File: src/rtl/seven_segment_pkg.sv
// Shared definitions for the seven-segment source sequencer.
//   MODE_MANUAL / MODE_AUTO : values of the i_Mode input
//   MAX_SOURCES             : upper bound on the number of selectable sources
//   next_enabled()          : wrapping search for the next enabled source index
package seven_segment_pkg;

    localparam logic MODE_MANUAL = 1'b0;
    localparam logic MODE_AUTO   = 1'b1;

    localparam int unsigned MAX_SOURCES = 16;

    typedef struct packed {
        logic       found;
        logic [3:0] idx;
    } next_src_t;

    // First enabled index strictly after cur, wrapping modulo n. When cur is the
    // only enabled source the search wraps back onto cur itself. An out-of-range
    // cur falls through to the lowest enabled index.
    function automatic next_src_t next_enabled(input logic [3:0]  cur,
                                               input logic [15:0] enable,
                                               input int unsigned n);
        next_src_t after_cur;
        next_src_t wrapped;
        after_cur = '0;
        wrapped   = '0;
        for (int unsigned j = 0; j < MAX_SOURCES; j++) begin
            if (j < n && enable[j[3:0]]) begin
                if (j > 32'(cur)) begin
                    if (!after_cur.found) begin
                        after_cur.found = 1'b1;
                        after_cur.idx   = j[3:0];
                    end
                end else if (!wrapped.found) begin
                    wrapped.found = 1'b1;
                    wrapped.idx   = j[3:0];
                end
            end
        end
        return after_cur.found ? after_cur : wrapped;
    endfunction

endpackage

File: src/rtl/display_tick_counter.sv
// Tick-enabled modulo-N counter with synchronous clear.
//   clk_i, rst_ni : clock, asynchronous active-low reset
//   clear_i       : synchronous clear to 0, overrides tick_i
//   tick_i        : count enable
//   count_o       : current count, 0..N-1
//   wrap_o        : terminal count reached on this tick (count returns to 0)
module display_tick_counter #(
    parameter int unsigned N = 5,
    localparam int unsigned W = (N > 1) ? $clog2(N) : 1
) (
    input  logic         clk_i,
    input  logic         rst_ni,
    input  logic         clear_i,
    input  logic         tick_i,
    output logic [W-1:0] count_o,
    output logic         wrap_o
);

    logic [W-1:0] count_q, count_d;

    always_comb begin
        count_d = count_q;
        wrap_o  = 1'b0;
        if (clear_i) begin
            count_d = '0;
        end else if (tick_i) begin
            if (count_q == W'(N - 1)) begin
                count_d = '0;
                wrap_o  = 1'b1;
            end else begin
                count_d = count_q + W'(1);
            end
        end
    end

    always_ff @(posedge clk_i or negedge rst_ni) begin
        if (!rst_ni) begin
            count_q <= '0;
        end else begin
            count_q <= count_d;
        end
    end

    assign count_o = count_q;

endmodule

File: src/rtl/seven_segment_source_sequencer.sv
// Selects one of NUM_SOURCES BCD time sources (plus PM flag) for the
// seven-segment driver, either directly from i_Sel (MANUAL) or by rotating
// through enabled sources every DWELL_TICKS ticks (AUTO). All outputs are
// registered.
// Optional feature macro: SEVEN_SEGMENT_BLINK_EN adds a blink phase that blanks
// a source whose i_Blink bit is set; without it i_Blink is ignored.
// Ports:
//   i_Clk, i_Rst_N    clock, asynchronous active-low reset
//   i_Tick            single-cycle timebase enable
//   i_Mode            0 = MANUAL, 1 = AUTO
//   i_Sel             manual source index
//   i_Src_Time/PM     flattened source times / PM flags
//   i_Src_Enable      sources eligible for auto rotation
//   i_Blink           per-source blink request
//   o_Display_*       selected time, PM, index, blank request
//   o_Src_Change      one-cycle pulse when o_Display_Src changes
module seven_segment_source_sequencer
    import seven_segment_pkg::*;
#(
    parameter int unsigned DECIMAL_DIGITS = 4,
    parameter int unsigned NUM_SOURCES    = 3,
    parameter int unsigned DWELL_TICKS    = 5,
    parameter int unsigned BLINK_TICKS    = 1,
    localparam int unsigned SEL_W = ($clog2(NUM_SOURCES) < 1) ? 1 : $clog2(NUM_SOURCES),
    localparam int unsigned DW    = 4 * DECIMAL_DIGITS
) (
    input  logic                        i_Clk,
    input  logic                        i_Rst_N,
    input  logic                        i_Tick,
    input  logic                        i_Mode,
    input  logic [SEL_W-1:0]            i_Sel,
    input  logic [NUM_SOURCES*DW-1:0]   i_Src_Time,
    input  logic [NUM_SOURCES-1:0]      i_Src_PM,
    input  logic [NUM_SOURCES-1:0]      i_Src_Enable,
    input  logic [NUM_SOURCES-1:0]      i_Blink,
    output logic [DW-1:0]               o_Display_Time,
    output logic                        o_Display_PM,
    output logic [SEL_W-1:0]            o_Display_Src,
    output logic                        o_Display_Blank,
    output logic                        o_Src_Change
);

    localparam logic [4:0] NUM_SRC = 5'(NUM_SOURCES);
    localparam int unsigned DWELL_W = (DWELL_TICKS > 1) ? $clog2(DWELL_TICKS) : 1;

    logic             mode_q;
    logic [SEL_W-1:0] cur_q, cur_d;
    logic             auto_mode, mode_change;
    logic [15:0]      en_pad, pm_pad;
    logic [3:0]       cur_ext, sel_ext;
    logic             any_en, cur_ok;
    next_src_t        nxt;
    logic             dwell_clear, dwell_wrap;
    logic [DWELL_W-1:0] unused_dwell_count;

    logic [SEL_W-1:0] sel_idx;
    logic             sel_in_range;
    logic [DW-1:0]    time_d;
    logic             pm_d, blank_d, blink_blank;

    assign auto_mode   = (i_Mode == MODE_AUTO);
    assign mode_change = (i_Mode != mode_q);
    assign en_pad      = 16'(i_Src_Enable);
    assign pm_pad      = 16'(i_Src_PM);
    assign cur_ext     = 4'(cur_q);
    assign any_en      = |i_Src_Enable;
    assign cur_ok      = ({1'b0, cur_ext} < NUM_SRC) && en_pad[cur_ext];
    assign nxt         = next_enabled(cur_ext, en_pad, NUM_SOURCES);

    // Next-state of the rotation pointer and dwell counter control.
    always_comb begin
        cur_d       = cur_q;
        dwell_clear = 1'b0;
        if (!auto_mode) begin
            cur_d       = i_Sel;
            dwell_clear = 1'b1;
        end else if (mode_change) begin
            // Entering AUTO: start from cur with a fresh dwell; same-cycle tick is dropped.
            dwell_clear = 1'b1;
        end else if (any_en && !cur_ok) begin
            cur_d       = SEL_W'(nxt.idx);
            dwell_clear = 1'b1;
        end else if (dwell_wrap && nxt.found) begin
            cur_d = SEL_W'(nxt.idx);
        end
    end

    display_tick_counter #(
        .N(DWELL_TICKS)
    ) u_dwell (
        .clk_i   (i_Clk),
        .rst_ni  (i_Rst_N),
        .clear_i (dwell_clear),
        .tick_i  (i_Tick),
        .count_o (unused_dwell_count),
        .wrap_o  (dwell_wrap)
    );

    // MANUAL shows i_Sel on the next edge; AUTO shows the registered pointer.
    assign sel_idx      = auto_mode ? cur_q : i_Sel;
    assign sel_ext      = 4'(sel_idx);
    assign sel_in_range = ({1'b0, sel_ext} < NUM_SRC);

`ifdef SEVEN_SEGMENT_BLINK_EN
    logic        phase_off_q, phase_off_d;
    logic        src_switch, blink_wrap;
    logic [15:0] blink_pad;
    logic [(BLINK_TICKS > 1 ? $clog2(BLINK_TICKS) : 1)-1:0] unused_blink_count;

    // A newly displayed source restarts the blink cycle in the visible phase.
    assign src_switch = (sel_idx != o_Display_Src);
    assign blink_pad  = 16'(i_Blink);

    display_tick_counter #(
        .N(BLINK_TICKS)
    ) u_blink (
        .clk_i   (i_Clk),
        .rst_ni  (i_Rst_N),
        .clear_i (src_switch),
        .tick_i  (i_Tick),
        .count_o (unused_blink_count),
        .wrap_o  (blink_wrap)
    );

    always_comb begin
        phase_off_d = phase_off_q;
        if (src_switch) begin
            phase_off_d = 1'b0;
        end else if (blink_wrap) begin
            phase_off_d = ~phase_off_q;
        end
    end

    always_ff @(posedge i_Clk or negedge i_Rst_N) begin
        if (!i_Rst_N) begin
            phase_off_q <= 1'b0;
        end else begin
            phase_off_q <= phase_off_d;
        end
    end

    assign blink_blank = sel_in_range && blink_pad[sel_ext] && phase_off_d;
`else
    logic unused_blink;
    assign unused_blink = ^i_Blink;
    assign blink_blank  = 1'b0;
`endif

    always_comb begin
        time_d = '0;
        for (int unsigned k = 0; k < NUM_SOURCES; k++) begin
            if (sel_ext == 4'(k)) begin
                time_d = i_Src_Time[k*DW +: DW];
            end
        end
        pm_d    = sel_in_range && pm_pad[sel_ext];
        blank_d = !sel_in_range || (auto_mode && !any_en) || blink_blank;
    end

    always_ff @(posedge i_Clk or negedge i_Rst_N) begin
        if (!i_Rst_N) begin
            mode_q          <= MODE_MANUAL;
            cur_q           <= '0;
            o_Display_Time  <= '0;
            o_Display_PM    <= 1'b0;
            o_Display_Src   <= '0;
            o_Display_Blank <= 1'b0;
            o_Src_Change    <= 1'b0;
        end else begin
            mode_q          <= i_Mode;
            cur_q           <= cur_d;
            o_Display_Time  <= time_d;
            o_Display_PM    <= pm_d;
            o_Display_Src   <= sel_idx;
            o_Display_Blank <= blank_d;
            o_Src_Change    <= (sel_idx != o_Display_Src);
        end
    end

endmodule

File: config.mk
export PLATFORM = sky130hd
export DESIGN_NAME = seven_segment_source_sequencer
export DESIGN_NICKNAME = d
export VERILOG_FILES = /design/src/rtl/seven_segment_pkg.sv /design/src/rtl/display_tick_counter.sv /design/src/rtl/seven_segment_source_sequencer.sv
export SDC_FILE = /design/constraint.sdc
export NUM_CORES = 1
export LEC_CHECK = 0
export ABC_AREA = 1
export ABC_CLOCK_PERIOD_IN_PS = 1240
export BUFFER_PORTS_ARGS = -buffer_cell sky130_fd_sc_hd__buf_2
export CAP_MARGIN = 15
export CORE_ASPECT_RATIO = 1.5
export CORE_MARGIN = 8
export CORE_UTILIZATION = 38
export DETAILED_ROUTE_END_ITERATION = 12
export GPL_ROUTABILITY_DRIVEN = 0
export PLACE_DENSITY = 0.75
export SYNTH_ARGS = -nofsm -noshare
export SYNTH_HDL_FRONTEND = slang
export SYNTH_SLANG_ARGS = --single-unit
File: constraint.sdc
create_clock -name i_Clk -period 1.24 [get_ports i_Clk]
set_clock_uncertainty 0.15 [all_clocks]
set_input_delay 0.124 -clock i_Clk [delete_from_list [all_inputs] [get_ports i_Clk]]
set_output_delay 0.124 -clock i_Clk [all_outputs]
set_load 0.05 [all_outputs]
==> results.yml <==
route:
  postRouteAntennaNets: 0
  vias: 1913
  met3WireLength_um: 533
  top_layer_used: "met4"
  routedWlPerCell_um: 20.0
  drt-met1-wl_um: 2380
  drt_wl_total_um: 7370
  avgViaCountPerCell: 5.20
  wl_met2_um: 4010
  drtPass1Iterations: 4
  drc: 0
  drtIter0Drc: 107
die:
  die_w_um: 64.4
  initial_core_util_pct: 39.4
  coreArea_mm2: 0.00338
  die_h_um: 88.5
  rows: 26
  dieArea_mm2: 0.00570
  io_pins: 84
run_status:
  violations: "setup timing"
  run_status: "complete, but fails checks"
sta:
  min_period_ns: 1.42
  hold_viol_final: 0
  slew_headroom_pct: 76.6
  finalSetupTns_ns: -3.29
  setup_viol: 22
  worst_pin_slew_ns: 0.351
  fmax_mhz: 704
  period_share_pct: 115
  rsz0062_at_grt: "yes"
  setup_slack_ns: -0.180
  slew_violations: 0
global_route:
  grt_max_degree: 18
  grt_pass1_vias: 2163
  grtUsageTotal_pct: 22.5
  grt-ovfl-total: 0
  grt_pass1_wl_um: 10000
  antenna_found_initial: 0
worst_setup_path:
  slowest_stage: "dfrtp_1"
  path_cells: "inv_2 -> o21ai_4 -> buf_6 -> nor2_4 -> buf_12 -> nand2_1 -> nand3_2"
  crit_path_max_incr_delay_ns: 0.41
  cp.required_ns: 1.32
  critPathBufInv: 3
  cp_data_arrival_time_ns: 1.50
  crit_type: "reg -> reg"
  worst-path-max-fanout: 17
  startpoint_type: "flop"
  critPathCaptureType: "flop"
  critPathTopFamily: "buffers and inverters"
synthesis:
  async_flop_share_pct: 100
  yosysUniqueCellTypes: 20
  synth_top_flop_cell: "dfrtp_1"
  syn-instance-count: 166
  seq_area_frac_synth_pct: 50.7
  syn_nets: 232
  ys_ff_latch: 27
  synth_edf_count: 0
  avgSynthCellArea_um2: 8.03
  synth_warnings: 0
  synth_area_mm2: 0.00133
place:
  port_buffers: 80
  dpl.cell_count: 296
  post-place-ws_ns: -0.181
  hpwl_um: 3160
final_layout:
  drive_gt1_share_pct: 54.6
  diodes: 0
  fin_nets: 393
  fin_cells: 368
  synthToLayoutAreaGrowth_pct: 119
  fillers: 159
power:
  switching_share_pct: 44.5
  finalPower_mw: 3.58
  power_frac_comb_pct: 54.1
  power_leakage_nw: 1.57
  max-vdd-ir-drop_mv: 0.922
  switchingPower_mw: 1.59
  share_seq_of_total_power_pct: 31.1
  internal_power_mw: 1.99
  power-per-cell-area_mw_per_mm2: 1230
  power.clock.fraction_pct: 14.8
cts:
  clk_pin_slew_ns: 0.10
  h-tree-depth: 1
  clk-insertion-delay-late_ns: 0.28
  numClockSinks: 27
  cts.path.max_buffers: 2
  cts_tree: "built"
  cts-root-buf: "clkbuf_8"
  cts_buffers: 3
flow_run:
  maxCapViolations: 0
min_path:
  hp-class: "in -> reg"
[kinds of logic (layout without fill, tap and decap cells)]
kind of cell    after synthesis  after routing  share of synthesized area [%]
buf+inv                      17            177                           5.73
flops                        27             27                           50.7
xor+xnor                      1              1                          0.657
simple gates                110            110                           35.8
fa+ha+maj                     3              3                           2.82
compound gates                8              8                           4.32
[worst reg2reg max path: stages, from the launching register on]
cell     delay [ns]
dfrtp_1        0.41
inv_2          0.11
o21ai_4        0.07
buf_6          0.14
nor2_4         0.13
buf_12         0.17
nand2_1        0.10
nand3_2        0.09
[metal layers]
layer | vias up | GRT usage (%)
li1 | 844 | -
met1 | 914 | 19.8
met2 | 119 | 42.0
met3 | 36 | 7.35
met4 | 0 | 15.1
met5 | - | 0
[flip-flops by register name, summed over array words and instances, names as in the netlist]
name,count
o_Display_Time,16
u_dwell.count_o,3
o_Src_Change,1
o_Display_Blank,1
mode_q,1
o_Display_Src,2
o_Display_PM,1
cur_q,2
[cell usage after synthesis, types with 2 or more instances]
master | number | area share, %
dfrtp_1 | 27 | 51
o21ai_0 | 2 | 0.75
nand3_1 | 28 | 11
inv_1 | 11 | 3.1
inv_2 | 3 | 0.85
ha_1 | 3 | 2.8
nor2_1 | 4 | 1.1
a21oi_1 | 3 | 1.1
nor2_4 | 3 | 2.5
nand2_1 | 72 | 20
[power groups by stage]
stage	clock network, mW	logic [mW]	registers, mW
3_3_place_gp	0	1.31	1.10
5_1_grt	0.570	2.03	1.12
6_report	0.529	1.94	1.11
3_5_place_dp	0	1.33	1.11
2_1_floorplan	0	0.379	1.61
4_1_cts	0.525	1.69	1.09
[repair_timing]
| action | CTS | global route |
|---|---|---|
| hold endpoints to repair | 44 | 0 |
| resized for setup | 32 | 50 |
| setup endpoints to repair | 23 | 26 |
| pin swaps | 8 | 11 |
| setup buffers | 10 | 7 |
| gates cloned | 2 | 0 |
| hold buffers | 52 | 0 |
[metrics by stage]
stage / area [um2] / utilization [%] / hold slack [ns]
6_report: 2920 / 86.2 / 0.0206
5_1_grt: 2920 / 86.2 / 0.0270
4_1_cts: 2730 / 80.5 / 0.000789
3_5_place_dp: 1890 / 56.0 / -0.0976
3_3_place_gp: 1890 / 56.0 / -0.0963
2_1_floorplan: 1350 / - / -0.322
[placed cells by master, fill, tap and decap left out]
cell type	n
nor2_4	3
nand2_4	12
dlygate4sd3_1	52
xnor2_2	1
a21oi_2	1
o21ai_4	1
o22ai_2	1
ha_1	1
ha_4	2
o211a_1	1
buf_16	1
inv_2	8
buf_2	78
nand3_1	8
inv_1	6
nand3_2	19
o21ai_0	2
or2_4	1
nor3_2	1
buf_12	4
buf_6	6
clkbuf_8	3
dfrtp_1	27
clkinvlp_4	1
nor2_1	4
buf_4	18
nand2_2	16
nand2_1	45
a21oi_1	2
nand3_4	1
[final cells by class]
cell class / instances / area (um2) / area share (%)
flip-flops and latches: 27 / 676 / 23.2
repair buffers: 159 / 1220 / 41.9
clock inverters: 1 / 7.51 / 0.257
clock buffers: 3 / 41.3 / 1.42
inverters: 14 / 52.6 / 1.80
well taps: 42 / 52.6 / 1.80
multi-input cells: 122 / 866 / 29.7
[path summary, 6_finish.rpt]
kind,from,to,slack [ns],depth (start not counted)
worst max-delay path,cur_q[1]$_DFFE_PN0P_,o_Display_Time[6]$_DFF_PN0_,-0.18,7
worst min-delay path,i_Tick,u_dwell.count_o[0]$_DFFE_PN0P_,0.02,3
worst max register to register,cur_q[1]$_DFFE_PN0P_,o_Display_Time[6]$_DFF_PN0_,-0.18,7
worst min register to register,o_Display_Src[1]$_DFF_PN0_,o_Src_Change$_DFF_PN0_,0.44,2
max in group asynchronous,i_Rst_N,o_Display_Time[1]$_DFF_PN0_,0.40,3
min in group asynchronous,i_Rst_N,mode_q$_DFF_PN0_,0.14,2
Power figures use the tool's default switching activity.
